File: src/rtl/display_scanner_pkg.sv
// Shared constants for the 8-digit multiplexed display scanner: digit code
// fields, glyph codes and the glyph-to-segment table ({g,f,e,d,c,b,a}, active-low).
package display_scanner_pkg;

    localparam logic [5:0] BLANK_CODE = 6'b100000;

    localparam logic [3:0] GLYPH_0    = 4'h0;  // also "O"
    localparam logic [3:0] GLYPH_1    = 4'h1;
    localparam logic [3:0] GLYPH_2    = 4'h2;
    localparam logic [3:0] GLYPH_3    = 4'h3;
    localparam logic [3:0] GLYPH_Y    = 4'h4;
    localparam logic [3:0] GLYPH_5    = 4'h5;  // also "S"
    localparam logic [3:0] GLYPH_G    = 4'h6;
    localparam logic [3:0] GLYPH_T    = 4'h7;
    localparam logic [3:0] GLYPH_8    = 4'h8;  // also "B"
    localparam logic [3:0] GLYPH_L    = 4'h9;
    localparam logic [3:0] GLYPH_A    = 4'hA;
    localparam logic [3:0] GLYPH_J    = 4'hB;
    localparam logic [3:0] GLYPH_U    = 4'hC;
    localparam logic [3:0] GLYPH_P    = 4'hD;
    localparam logic [3:0] GLYPH_E    = 4'hE;
    localparam logic [3:0] GLYPH_DASH = 4'hF;

    // Entry N is the segment pattern for glyph code N.
    localparam logic [15:0][6:0] SEG_TABLE = {
        7'b0111111,  // F "-"
        7'b0000110,  // E "E"
        7'b0001100,  // D "P"
        7'b1000001,  // C "U"
        7'b1100001,  // B "J"
        7'b0001000,  // A "A"
        7'b1000111,  // 9 "L"
        7'b0000000,  // 8
        7'b0000111,  // 7 "T"
        7'b1000010,  // 6 "G"
        7'b0010010,  // 5
        7'b0010001,  // 4 "Y"
        7'b0110000,  // 3
        7'b0100100,  // 2
        7'b1111001,  // 1
        7'b1000000   // 0
    };

    function automatic logic [6:0] glyph_segments(input logic [3:0] code);
        return SEG_TABLE[code];
    endfunction

endpackage

File: src/rtl/display_scanner_seg7_decoder.sv
// Combinational glyph decoder: 4-bit glyph code to active-low {g,f,e,d,c,b,a}.
module seg7_decoder
    import display_scanner_pkg::*;
(
    input  logic [3:0] code,
    output logic [6:0] seg
);

    assign seg = glyph_segments(code);

endmodule

File: src/rtl/display_scanner.sv
// Eight-digit multiplexed display scanner: prescaled slot scan, frame-latched
// digit codes so a frame never mixes old and new data, registered outputs.
module display_scanner
    import display_scanner_pkg::*;
#(
    parameter int REFRESH_DIV = 100000
) (
    input  logic       clock,
    input  logic       reset,
    input  logic [5:0] d1,
    input  logic [5:0] d2,
    input  logic [5:0] d3,
    input  logic [5:0] d4,
    input  logic [5:0] d5,
    input  logic [5:0] d6,
    input  logic [5:0] d7,
    input  logic [5:0] d8,
    output logic [7:0] an,
    output logic [6:0] seg,
    output logic       dp
);

    localparam int CNT_W = (REFRESH_DIV > 1) ? $clog2(REFRESH_DIV) : 1;
    localparam logic [CNT_W-1:0] CNT_LAST = CNT_W'(REFRESH_DIV - 1);

    logic [CNT_W-1:0] cnt;
    logic [2:0]       idx;
    logic             tick;
    logic [5:0]       frame [8];
    logic [5:0]       sel;
    logic [6:0]       glyph;

    // With REFRESH_DIV=1 the counter is stuck at 0 == CNT_LAST, so tick fires every cycle.
    assign tick = (cnt == CNT_LAST);

    always_ff @(posedge clock) begin
        if (reset) begin
            cnt <= '0;
            idx <= 3'd0;
        end else if (tick) begin
            cnt <= '0;
            idx <= idx + 3'd1;
        end else begin
            cnt <= cnt + CNT_W'(1);
        end
    end

    always_ff @(posedge clock) begin
        if (reset) begin
            for (int i = 0; i < 8; i++) begin
                frame[i] <= BLANK_CODE;
            end
        end else if (tick && idx == 3'd7) begin
            frame[0] <= d1;
            frame[1] <= d2;
            frame[2] <= d3;
            frame[3] <= d4;
            frame[4] <= d5;
            frame[5] <= d6;
            frame[6] <= d7;
            frame[7] <= d8;
        end
    end

    assign sel = frame[idx];

    seg7_decoder u_decoder (
        .code (sel[4:1]),
        .seg  (glyph)
    );

    // Output stage: one cycle behind idx; a blanked slot drives nothing at all.
    always_ff @(posedge clock) begin
        if (reset) begin
            an  <= 8'hFF;
            seg <= 7'h7F;
            dp  <= 1'b1;
        end else if (sel[5]) begin
            an  <= 8'hFF;
            seg <= 7'h7F;
            dp  <= 1'b1;
        end else begin
            an  <= ~(8'h80 >> idx);
            seg <= glyph;
            dp  <= ~sel[0];
        end
    end

endmodule

File: config.mk
export PLATFORM = sky130hd
export DESIGN_NAME = display_scanner
export DESIGN_NICKNAME = d
export VERILOG_FILES = /design/src/rtl/display_scanner_pkg.sv /design/src/rtl/display_scanner_seg7_decoder.sv /design/src/rtl/display_scanner.sv
export SDC_FILE = /design/constraint.sdc
export NUM_CORES = 1
export LEC_CHECK = 0
export CORE_AREA = 4 4 101 103
export DETAILED_ROUTE_END_ITERATION = 6
export DIE_AREA = 0 0 105 107
export PLACE_DENSITY = 0.66
export SLEW_MARGIN = 20
export SYNTH_ARGS = -nofsm -noshare
export SYNTH_HDL_FRONTEND = slang
export SYNTH_SLANG_ARGS = --single-unit
File: constraint.sdc
create_clock -name clock -period 4.4 [get_ports clock]
set_clock_uncertainty 0.2 [all_clocks]
set_input_delay 0.66 -clock clock [delete_from_list [all_inputs] [get_ports clock]]
set_output_delay 0.66 -clock clock [all_outputs]
set_load 0.005 [all_outputs]
# Word-level counts from Yosys, hierarchy flattened
# Memories as Yosys holds them, arrays and structs flattened. A register that Yosys moved wholly into a read port is not among the register bits.
# Cells that the tools add are included.
classes:
  n_bitwise: 10
  reduce_logical: 3
  shift: 1
  order_cmp: 0
  mul: 0
  n_eq_ne: 2
  n_mux: 15
  div_mod_pow: 0
  addsub: 2
ops:
  columns: ["operator", "n"]
  rows:
  - ["two-way mux 6 bit", 8]
  - ["adder 17 x 1 -> 17 bit, second input constant", 1]
  - ["equality test 17 bit, second input constant", 1]
  - ["NOT 8 bit", 1]
  - ["OR 1 bit", 8]
  - [">> shifter 8 x 3 -> 8 bit, first input constant", 1]
  - ["two-way mux 3 bit", 2]
  - ["two-way mux 1 bit", 5]
  - ["OR reduction 2 bit", 2]
  - ["adder 3 x 1 -> 3 bit, second input constant", 1]
  - ["equality test 3 bit, second input constant", 1]
  - ["logical AND 1 bit", 1]
  - ["NOT 1 bit", 1]
totals:
  mem_bits_ro: 112
  wordCells: 39
  latch_bits: 0
  mem_count: 2
  ram_bits: 48
  out_inout_bits: 16
  reg_bits: 29
mem_list:
  columns: ["memory", "words", "word_bits", "rd", "rd_clocked_by_memory_dff", "write_ports", "line_no", "text"]
  rows:
  - ["(name not given)", 16, 7, 1, 1, 0, "display_scanner_pkg.sv:45", "return SEG_TABLE[code];"]
  - ["frame", 8, 6, 1, 1, 8, "display_scanner.sv:29", "logic [5:0] frame [8];"]

# Longest topological paths before layout
# Gate-level depths: netlist (run 1).
depth:
  depth_word: 6
  ltp_mapped: 8

# Hierarchy
# A second synthesis (run 1) with hierarchy kept.
unflattened:
  cells_unflattened: 303
  area_unflattened_um2: 3848.7
modules_own_cells:
  columns: ["mod", "cells_each", "seq_area_each_um2", "instances", "area_per_inst_um2"]
  rows:
  - ["display_scanner", 272, 2222.1, 1, 3629.7]
  - ["seg7_decoder", 31, 0.0, 1, 219.0]

# Worst setup path after synthesis (run 1)
# No wires, ideal clock.
synth_path:
  path_type: "input -> register"
  from: "in reset"
  to: "mem frame[0][0] (enable)"
  required_ns: 3.796
  arrival_time_ns: 2.240
  slack_ns: 1.556
  cell_stages: 3
  cell_sequence: "clkbuf_1 -> clkbuf_1 -> a21o_1"
synth_lines:
  columns: ["element", "line_no", "text"]
  rows:
  - ["start: declaration", "display_scanner.sv:9", "input logic reset,"]
  - ["end: declaration", "display_scanner.sv:29", null]

# Final worst setup path (run 1)
layout_path:
  from: "in reset"
  to: "reg seg[4]"
layout_via:
  elab_chain_len: 1
layout_lines:
  columns: ["element", "line_no", "text"]
  rows:
  - ["OR reduction 2 bit (no source line)", null, null]
  - ["end: declaration", "display_scanner.sv:19", "output logic [6:0] seg,"]
# No other way between the ends.
# A chain may end at the register's enable or synchronous reset.

==> impl_metrics.csv, run 1 <==
group,metric,value,unit
run_status,outcome,"completed",
yosys,synth_compound_area_frac,0.04357,
worst_hold_path,hp-class,"reg2reg",
worst_setup_path,cp.depth,4,
power_and_ir_drop,seq_power_share,0.580,
routing,drt_wl_total,7.159,mm
yosys,synthFlopType,"edfxtp_1",
floorplan,ioPinCount,66,
sta,min_period_over_period,0.6158,
yosys,yosys-mux-area-fraction,0.1398,
yosys,yosys.area_share.adder,0.03762,
global_routing,grtUsageTotal,0.1394,
place,gp_routability_congestion,0.7854,
routing,drcViolationCount,0,
sta,worstMarginPinSlew,789.8,ps
yosys,netlist_instances,316,
worst_setup_path,worst-r2r-cell-count,5,
worst_setup_path,crit_path_end_kind,"flop",
sta,drv_slew,0,
sta,timing.hold.ws,249.2,ps
finish,final_common_cell,"clkdlybuf4s50_1",
worst_setup_path,crit_buf_inv,1,
finish,drive_gt1_frac,0.1143,
worst_setup_path,crit_path_max_fanout,22,
floorplan,rows,35,
worst_setup_path,max_stage_delay,810,ps
finish,mostFrequentLayoutCells,"clkdlybuf4s50_1, edfxtp_1, dfxtp_1, and2_1, nor2_1",
worst_setup_path,critical_path.top_delay_family,"buffers and inverters",
worst_setup_path,required,4390,ps
floorplan,die_h,107,µm
finish,antenna_cells_inserted,0,
yosys,ys_ff_latch,87,
sta,maxSlewHeadroom,0.4718,
yosys,seq_area_frac_synth,0.5567,
routing,wl_per_cell,14.43,µm
sta,setup_violations,0,
yosys,synth_xor_area_frac,0.02633,
place,numPortBuffers,65,
floorplan,die_width,105,µm
worst_setup_path,critPathKind,"in2reg",
flow_run,drv_cap,0,
power_and_ir_drop,power.density,310.4,nW/µm²
worst_setup_path,reg2reg_slack,1690,ps
power_and_ir_drop,switching_share,0.2137,
power_and_ir_drop,leakage,1.713,nW
global_routing,grt_max_degree,49,
power_and_ir_drop,pwr-share-clk,0.360,
power_and_ir_drop,p_sw,325.3,µW
routing,dr.first_iter.drc_count,132,
worst_setup_path,critical_path.endpoint,"seg[4]",
global_routing,grt_antenna_before_repair,0,
routing,antenna_left,0,
sta,rsz0062_at_grt,"false",
clock_tree,cts_root_buf,"clkbuf_8",
clock_tree,cts_sinks,87,
finish,multi_input_area,1653,µm²
floorplan,core_area,9196,µm²
routing,num_vias,2545,
sta,finalSetupTns,0,ps
sta,hold_viol_final,0,
floorplan,start_util,0.4340,
clock_tree,clk_latency,350,ps
finish,layout.nets,442,
power_and_ir_drop,ir_drop,0.0001174,V
floorplan,fp.dieArea,11240,µm²
yosys,synth_top_family_by_area,"simple AND/OR/NAND/NOR gates",
finish,n_fill_cell,811,
routing,first_pass_iters,4,
finish,regArea,2222,µm²
clock_tree,cts_resized,0,
finish,area_delta_synth_final,22.88,%
yosys,yosys.area_share.simple,0.1665,
clock_tree,htree_levels,3,
power_and_ir_drop,p_int,1.197,mW
clock_tree,cts_tree,"built",
sta,max_freq,0.3691,GHz
routing,via_per_inst,5.131,
clock_tree,cts_buffer_depth,2,
worst_setup_path,cp_cell_sequence,"clkdlybuf4s50_1, or2_2, o22ai_1, o221ai_1",
yosys,yosys_warnings,0,
worst_setup_path,crit_path_top_delay_cell,"clkdlybuf4s50_1",
global_routing,grt_first_pass_wirelength,12.32,mm
clock_tree,cts_buffers,9,
clock_tree,post-cts-setup-buffers,0,
yosys,synth_nets,378,
place,hpwlAfterDp,5.226,mm
yosys,synth_edf_count,48,
clock_tree,holdBufCountCts,0,
global_routing,grt_pass1_vias,2575,
worst_setup_path,crit_start,"reset",
clock_tree,path_clk_slew,80,ps
yosys,syn_area,3991,µm²
sta,period_needed,2709,ps
global_routing,grt-ovfl-total,0,
power_and_ir_drop,p_comb_frac,0.060,
worst_setup_path,rr_endpoint,"seg[1]",
worst_setup_path,critPathLaunchType,"input pin",
worst_setup_path,worst_ep_arrival_time,2700,ps
yosys,synth_area_per_cell,12.63,µm²
yosys,async_reset_ff_frac,0,
yosys,synth.distinct_cells,45,
[sequential cells by signal, summed over array words and instances (netlist names), named ones only]
signal / flops
idx: 3
dp: 1
seg: 7
an: 8
frame: 48
cnt: 17
[layer usage]
layer / wire (µm) / vias up / part of all wire / track usage
li1: - / 1263 / - / -
met2: 3384 / 64 / 0.47 / 0.2296
met1: 3330 / 1208 / 0.47 / 0.1767
met4: 142 / 0 / 0.020 / 0.06654
met3: 302 / 10 / 0.042 / 0.02769
met5: 0 / - / 0 / 0
[synth_stat cells, drive strengths merged (2+ instances only)]
master / instances / share of area
or2: 3 / 0.0047
nor2b: 10 / 0.016
clkbuf: 10 / 0.010
nor3: 3 / 0.0038
nand2: 15 / 0.014
mux4: 12 / 0.069
nand3: 10 / 0.013
or3: 3 / 0.0047
mux2: 11 / 0.033
buf: 5 / 0.013
ha: 12 / 0.038
mux2i: 14 / 0.038
a21o: 2 / 0.0038
nand4: 6 / 0.011
and2: 31 / 0.049
xnor2: 4 / 0.0088
a32oi: 2 / 0.0044
inv: 6 / 0.0056
a31oi: 2 / 0.0031
a21oi: 10 / 0.013
and4: 4 / 0.0088
nor2: 23 / 0.022
edfxtp: 48 / 0.36
or2b: 2 / 0.0038
o21ai: 8 / 0.010
xor2: 8 / 0.018
dfxtp: 39 / 0.20
nand2b: 5 / 0.0078
[cells by family after synthesis]
| logic type | count (synthesis) |
|---|---|
| compound gates | 29 |
| simple gates | 118 |
| buf+inv | 21 |
| xor+xnor | 12 |
| flops | 87 |
| mux | 37 |
| fa+ha+maj | 12 |
[per-stage QoR]
step | total power [mW] | setup slack (ps) | utilization | cell area [µm²] | instances
3_5_place_dp | 0.9949 | 1267 | 0.5121 | 4710 | 480
6_report | 1.522 | 1691 | 0.5333 | 4905 | 496
5_1_grt | 1.585 | 1439 | 0.5333 | 4905 | 496
3_3_place_gp | 0.9928 | 1350 | 0.5121 | 4710 | 480
2_1_floorplan | 0.9392 | 1556 | - | 3991 | 316
4_1_cts | 1.542 | 1628 | 0.5333 | 4905 | 496
[power by group through the flow]
stage	Sequential (mW)	Clock [mW]	Combinational, mW
after detailed placement	0.903	0	0.0923
final	0.883	0.548	0.0909
after floorplan	0.900	0	0.0390
after CTS	0.884	0.565	0.0925
after global routing	0.886	0.599	0.100
after global placement	0.902	0	0.0913
[worst min path at each step]
stage | start | end | slack [ps] | cells after the start
2_1_floorplan | cnt[0] | cnt[0] | 220 | 1
3_3_place_gp | cnt[0] | cnt[0] | 230 | 1
3_5_place_dp | cnt[0] | cnt[0] | 240 | 1
4_1_cts | cnt[0] | cnt[0] | 250 | 1
5_1_grt | cnt[0] | cnt[0] | 300 | 1
6_report | cnt[0] | cnt[0] | 250 | 1
[area by class of cell]
cell class              count  share of cell area
inverters                   6            0.004592
repair buffers             68              0.1372
clock buffers               9             0.02526
well taps                 111             0.02832
flip-flops and latches     87              0.4531
clock inverters             7             0.01454
multi-input cells         208              0.3370
Power figures use the tool's default switching activity.
==> run 2, diff against run 1 <==
clock period = 2.5 ns   (was 4.4 ns; I/O delays follow)
==> run 2 against run 1 <==
Compared with the run above: sequential share of layout area decreased by 1.3 points; register-to-register slack got worse by 1500 ps; clock-buffer cell count unchanged; setup slack got worse by 1500 ps; critical path depth increased by 3.
==> impl_metrics.csv, run 2 (synthesis results as in run 1) <==
group,metric,value,unit
run_status,outcome,"completed",
place,gp_routability_congestion,0.7656,
worst_setup_path,critPathKind,"reg2reg",
routing,num_vias,2571,
global_routing,grt_max_degree,49,
routing,first_pass_iters,4,
sta,min_period_over_period,0.9117,
global_routing,grt_first_pass_wirelength,12.14,mm
worst_setup_path,crit_buf_inv,2,
sta,maxSlewHeadroom,0.6465,
worst_hold_path,hp-class,"reg2reg",
place,numPortBuffers,65,
finish,top_register,"frame",
floorplan,die_width,105,µm
finish,largest_reg_flops,48,
routing,drcViolationCount,0,
finish,area_delta_synth_final,26.52,%
routing,wl_met1,3.259,mm
sta,max_freq,0.4387,GHz
finish,n_fill_cell,807,
worst_setup_path,required,2410,ps
power_and_ir_drop,ir_drop,0.0002565,V
clock_tree,cts_tree,"built",
finish,antenna_cells_inserted,0,
finish,design_area,5050,µm²
floorplan,rows,35,
finish,reg_top3,"frame (48), cnt (17), an (8)",
global_routing,grt_pass1_vias,2583,
place,hpwlAfterDp,5.463,mm
clock_tree,holdBufCountCts,0,
worst_setup_path,max_stage_delay,380,ps
power_and_ir_drop,power.density,554.1,nW/µm²
sta,drv_slew,0,
clock_tree,clk_latency,360,ps
worst_setup_path,critical_path.top_delay_family,"simple AND/OR/NAND/NOR gates",
clock_tree,post-cts-setup-buffers,0,
clock_tree,path_clk_slew,80,ps
routing,dr_wl_met3,374,µm
flow_run,drv_cap,0,
clock_tree,htree_levels,3,
routing,top_layer_used,"met4",
finish,drive_gt1_frac,0.1389,
global_routing,grt-ovfl-total,0,
sta,finalSetupTns,0,ps
global_routing,grt_antenna_before_repair,0,
clock_tree,cts_resized,0,
sta,period_needed,2279,ps
finish,instances_no_fill,507,
sta,worstMarginPinSlew,530.2,ps
power_and_ir_drop,total_power,2.798,mW
floorplan,core_area,9196,µm²
place,place_inst,489,
sta,setup_violations,0,
worst_setup_path,crit_path_max_fanout,4,
worst_setup_path,cp_cell_sequence,"ha_1, and4_1, nand4_2, nor4b_4, buf_4, buf_12, or2b_1",
floorplan,ioPinCount,66,
sta,rsz0062_at_grt,"false",
place,placed_cell_area,4802,µm²
clock_tree,cts_sinks,87,
sta,timing.hold.ws,285.3,ps
floorplan,fp.dieArea,11240,µm²
power_and_ir_drop,leakage,1.796,nW
global_routing,grtUsageTotal,0.1378,
routing,wl_met2,3.524,mm
finish,final_common_cell,"clkdlybuf4s50_1",
floorplan,die_h,107,µm
clock_tree,cts_buffers,9,
sta,hold_viol_final,0,
routing,via_per_inst,5.071,
routing,dr.first_iter.drc_count,82,
finish,mostFrequentLayoutCells,"clkdlybuf4s50_1, edfxtp_1, dfxtp_1, and2_1, nor2_1",
floorplan,start_util,0.4340,
routing,antenna_left,0,
clock_tree,cts_root_buf,"clkbuf_8",
worst_setup_path,crit_path_end_kind,"flop",
routing,wl_per_cell,14.41,µm
worst_setup_path,worst_ep_arrival_time,2190,ps
finish,layout.nets,453,
routing,drt_wl_total,7.305,mm
worst_setup_path,crit_path_top_delay_cell,"dfxtp_1",
clock_tree,cts_buffer_depth,2,
worst_setup_path,critPathLaunchType,"flop",
[run 2: metrics by stage]
| step | setup slack (ps) | util |
|---|---|---|
| 6_report | 220.6 | 0.5491 |
| 3_5_place_dp | 162.9 | 0.5222 |
| 5_1_grt | 114.0 | 0.5491 |
| 2_1_floorplan | 87.65 | - |
| 3_3_place_gp | 191.4 | 0.5222 |
| 4_1_cts | 122.2 | 0.5461 |
[run 2: worst register-to-register path: cells and delay by family (launching register included)]
family,cells,cell delay [ps]
adder cells (fa/ha/maj),1,220
flip-flops,1,380
buffers and inverters,2,300
AND/OR/NAND/NOR,4,950
[run 2: per-layer routing]
metal,vias up,track usage
met3,10,0.03552
met5,-,0
met2,66,0.2337
li1,1287,-
met4,0,0.05530
met1,1208,0.1679
[run 2: final timing paths]
check | startpoint | to | slack [ps] | cells past startpoint
worst min-delay path | cnt[0] | cnt[0] | 290 | 1
worst max register to register | cnt[0] | frame[0][5] | 220 | 7
worst min register to register | cnt[0] | cnt[0] | 290 | 1
worst max-delay path | cnt[0] | frame[0][5] | 220 | 7
[run 2: cell type report]
type / count / area (µm²) / area share
Sequential cell: 87 / 2222 / 0.4400
Multi-Input combinational cell: 208 / 1653 / 0.3273
Timing Repair Buffer: 79 / 793.3 / 0.1571
Tap cell: 111 / 138.9 / 0.02750
Clock buffer: 9 / 123.9 / 0.02453
Clock inverter: 7 / 96.34 / 0.01908
Inverter: 6 / 22.52 / 0.004460
[run 2: power by group]
| part | internal [mW] | total (mW) | switching [mW] | leakage (nW) |
|---|---|---|---|---|
| sequential | 1.54 | 1.56 | 0.0153 | 0.783 |
| combinational | 0.107 | 0.164 | 0.0568 | 0.904 |
| clock | 0.566 | 1.08 | 0.512 | 0.109 |
==> run 3, diff against run 2 <==
CORE_AREA = 4 4 92 94   (was 4 4 101 103)
DIE_AREA = 0 0 96 98   (was 0 0 105 107)
MAX_ROUTING_LAYER = met4   (was unset)
PLACE_DENSITY = 0.78   (was 0.66)
==> run 3 against run 2 <==
Compared with the run above: worst hold slack got worse by 29 ps; first-iteration DRC count decreased by 3.7%; sequential share of layout area increased by 0.73 points.
==> impl_metrics.csv, run 3 (synthesis results as in run 1) <==
group,metric,value,unit
run_status,outcome,"completed",
sta,rsz0062_at_grt,"false",
clock_tree,cts_tree,"built",
power_and_ir_drop,ir_drop,0.0002741,V
finish,layout.nets,450,
power_and_ir_drop,power.density,523.3,nW/µm²
routing,drt_wl_total,7.398,mm
place,gp_routability_congestion,0.7917,
global_routing,grt-ovfl-total,0,
sta,maxSlewHeadroom,0.6467,
floorplan,ioPinCount,66,
sta,min_period_over_period,0.9243,
global_routing,grt_antenna_before_repair,0,
routing,antenna_left,0,
power_and_ir_drop,p_int,2.016,mW
finish,n_fill_cell,576,
worst_setup_path,required,2590,ps
finish,area_delta_synth_final,24.45,%
finish,antenna_cells_inserted,0,
sta,drv_slew,0,
clock_tree,holdBufCountCts,0,
power_and_ir_drop,p_comb_frac,0.064,
power_and_ir_drop,leakage,1.762,nW
clock_tree,path_clk_slew,90,ps
global_routing,grt_max_degree,49,
finish,reg_top3,"frame (48), cnt (17), an (8)",
sta,period_needed,2311,ps
global_routing,grt_first_pass_wirelength,12.31,mm
floorplan,core_area,7647,µm²
routing,first_pass_iters,4,
place,hpwlAfterDp,5.397,mm
sta,hold_viol_final,0,
routing,wl_per_cell,14.95,µm
worst_hold_path,hp-class,"reg2reg",
finish,final_common_cell,"clkdlybuf4s50_1",
power_and_ir_drop,pwr-share-clk,0.338,
routing,via_per_inst,5.214,
worst_setup_path,critPathLaunchType,"flop",
finish,top_register,"frame",
worst_setup_path,crit_path_end_kind,"flop",
clock_tree,cts_buffers,9,
floorplan,fp.dieArea,9408,µm²
worst_setup_path,max_stage_delay,600,ps
routing,drcViolationCount,0,
finish,regArea,2222,µm²
routing,dr.first_iter.drc_count,79,
flow_run,drv_cap,0,
place,placed_cell_area,4796,µm²
worst_setup_path,cp_cell_sequence,"buf_4, mux2_1, mux4_2, mux2_4, o21ai_1",
sta,finalSetupTns,0,ps
clock_tree,cts_buffer_depth,2,
worst_setup_path,crit_path_max_fanout,15,
power_and_ir_drop,switching_share,0.2245,
finish,multi_input_area,1653,µm²
routing,num_vias,2581,
sta,setup_violations,0,
clock_tree,htree_levels,3,
sta,worstMarginPinSlew,530.0,ps
clock_tree,cts_resized,0,
finish,drive_gt1_frac,0.1323,
power_and_ir_drop,seq_power_share,0.598,
global_routing,grt_pass1_vias,2649,
worst_setup_path,critPathKind,"reg2reg",
sta,max_freq,0.4328,GHz
place,numPortBuffers,65,
clock_tree,cts_root_buf,"clkbuf_8",
worst_setup_path,crit_path_top_delay_cell,"mux4_2",
clock_tree,cts_sinks,87,
finish,design_area,4967,µm²
finish,mostFrequentLayoutCells,"clkdlybuf4s50_1, edfxtp_1, dfxtp_1, and2_1, nor2_1",
floorplan,rows,32,
floorplan,start_util,0.5219,
worst_setup_path,worst_ep_arrival_time,2400,ps
global_routing,grtUsageTotal,0.1769,
power_and_ir_drop,p_sw,583.7,µW
clock_tree,post-cts-setup-buffers,0,
finish,largest_reg_flops,48,
floorplan,die_width,96,µm
clock_tree,clk_latency,360,ps
floorplan,die_h,98,µm
-- run 3: cell types whose count changed in the layout (fill, tap and decap cells not counted) --
cell	change
clkbuf_1	+1
bufinv_16	-2
buf_4	-3
inv_4	+2
inv_8	-1
clkinvlp_4	-1
clkinv_1	-1
clkinv_4	+1
inv_6	+1
-- run 3: per-stage QoR --
step	std cells	total power, mW	hold WS [ps]	utilization	worst slack (ps)
CTS	495	2.624	260.2	0.6495	183.8
global placement	479	1.749	230.1	0.6271	240.3
finish	495	2.600	256.0	0.6495	189.3
detailed placement	479	1.757	244.1	0.6271	199.1
global route	495	2.708	292.8	0.6495	41.34
floorplan	316	1.652	217.6	-	87.65
-- run 3: layout make-up --
| class | instances | area share |
|---|---|---|
| Inverter | 6 | 0.004534 |
| Clock buffer | 10 | 0.02569 |
| Timing Repair Buffer | 76 | 0.1552 |
| Multi-Input combinational cell | 208 | 0.3327 |
| Sequential cell | 87 | 0.4474 |
| Clock inverter | 6 | 0.008816 |
| Tap cell | 102 | 0.02569 |
-- run 3: metal layers --
layer	GRT usage	share of wire
met5	-	0
met1	0.2123	0.42
met2	0.2815	0.51
met4	0.08534	0.028
met3	0.03621	0.048
-- run 3: worst paths after layout --
kind,slack (ps),end,cells past startpoint,start
max,190,seg[1],5,flop
min,260,cnt[0],1,cnt[0]
max reg2reg,190,seg[1],5,flop
min reg2reg,260,cnt[0],1,cnt[0]
-- run 3: critical path: cells and delay by family, from the launching register on --
family | cells | cell delay [ps]
AO/OA/AOI/OAI | 1 | 100
flip-flops | 1 | 390
multiplexers | 3 | 1290
buffers and inverters | 1 | 270
-- run 3: power by group through the flow --
stage	Clock [mW]	Combinational, mW	Sequential [mW]
CTS	0.900	0.167	1.56
floorplan	0	0.0689	1.58
detailed placement	0	0.167	1.59
global placement	0	0.162	1.59
finish	0.878	0.166	1.56
global route	0.968	0.179	1.56
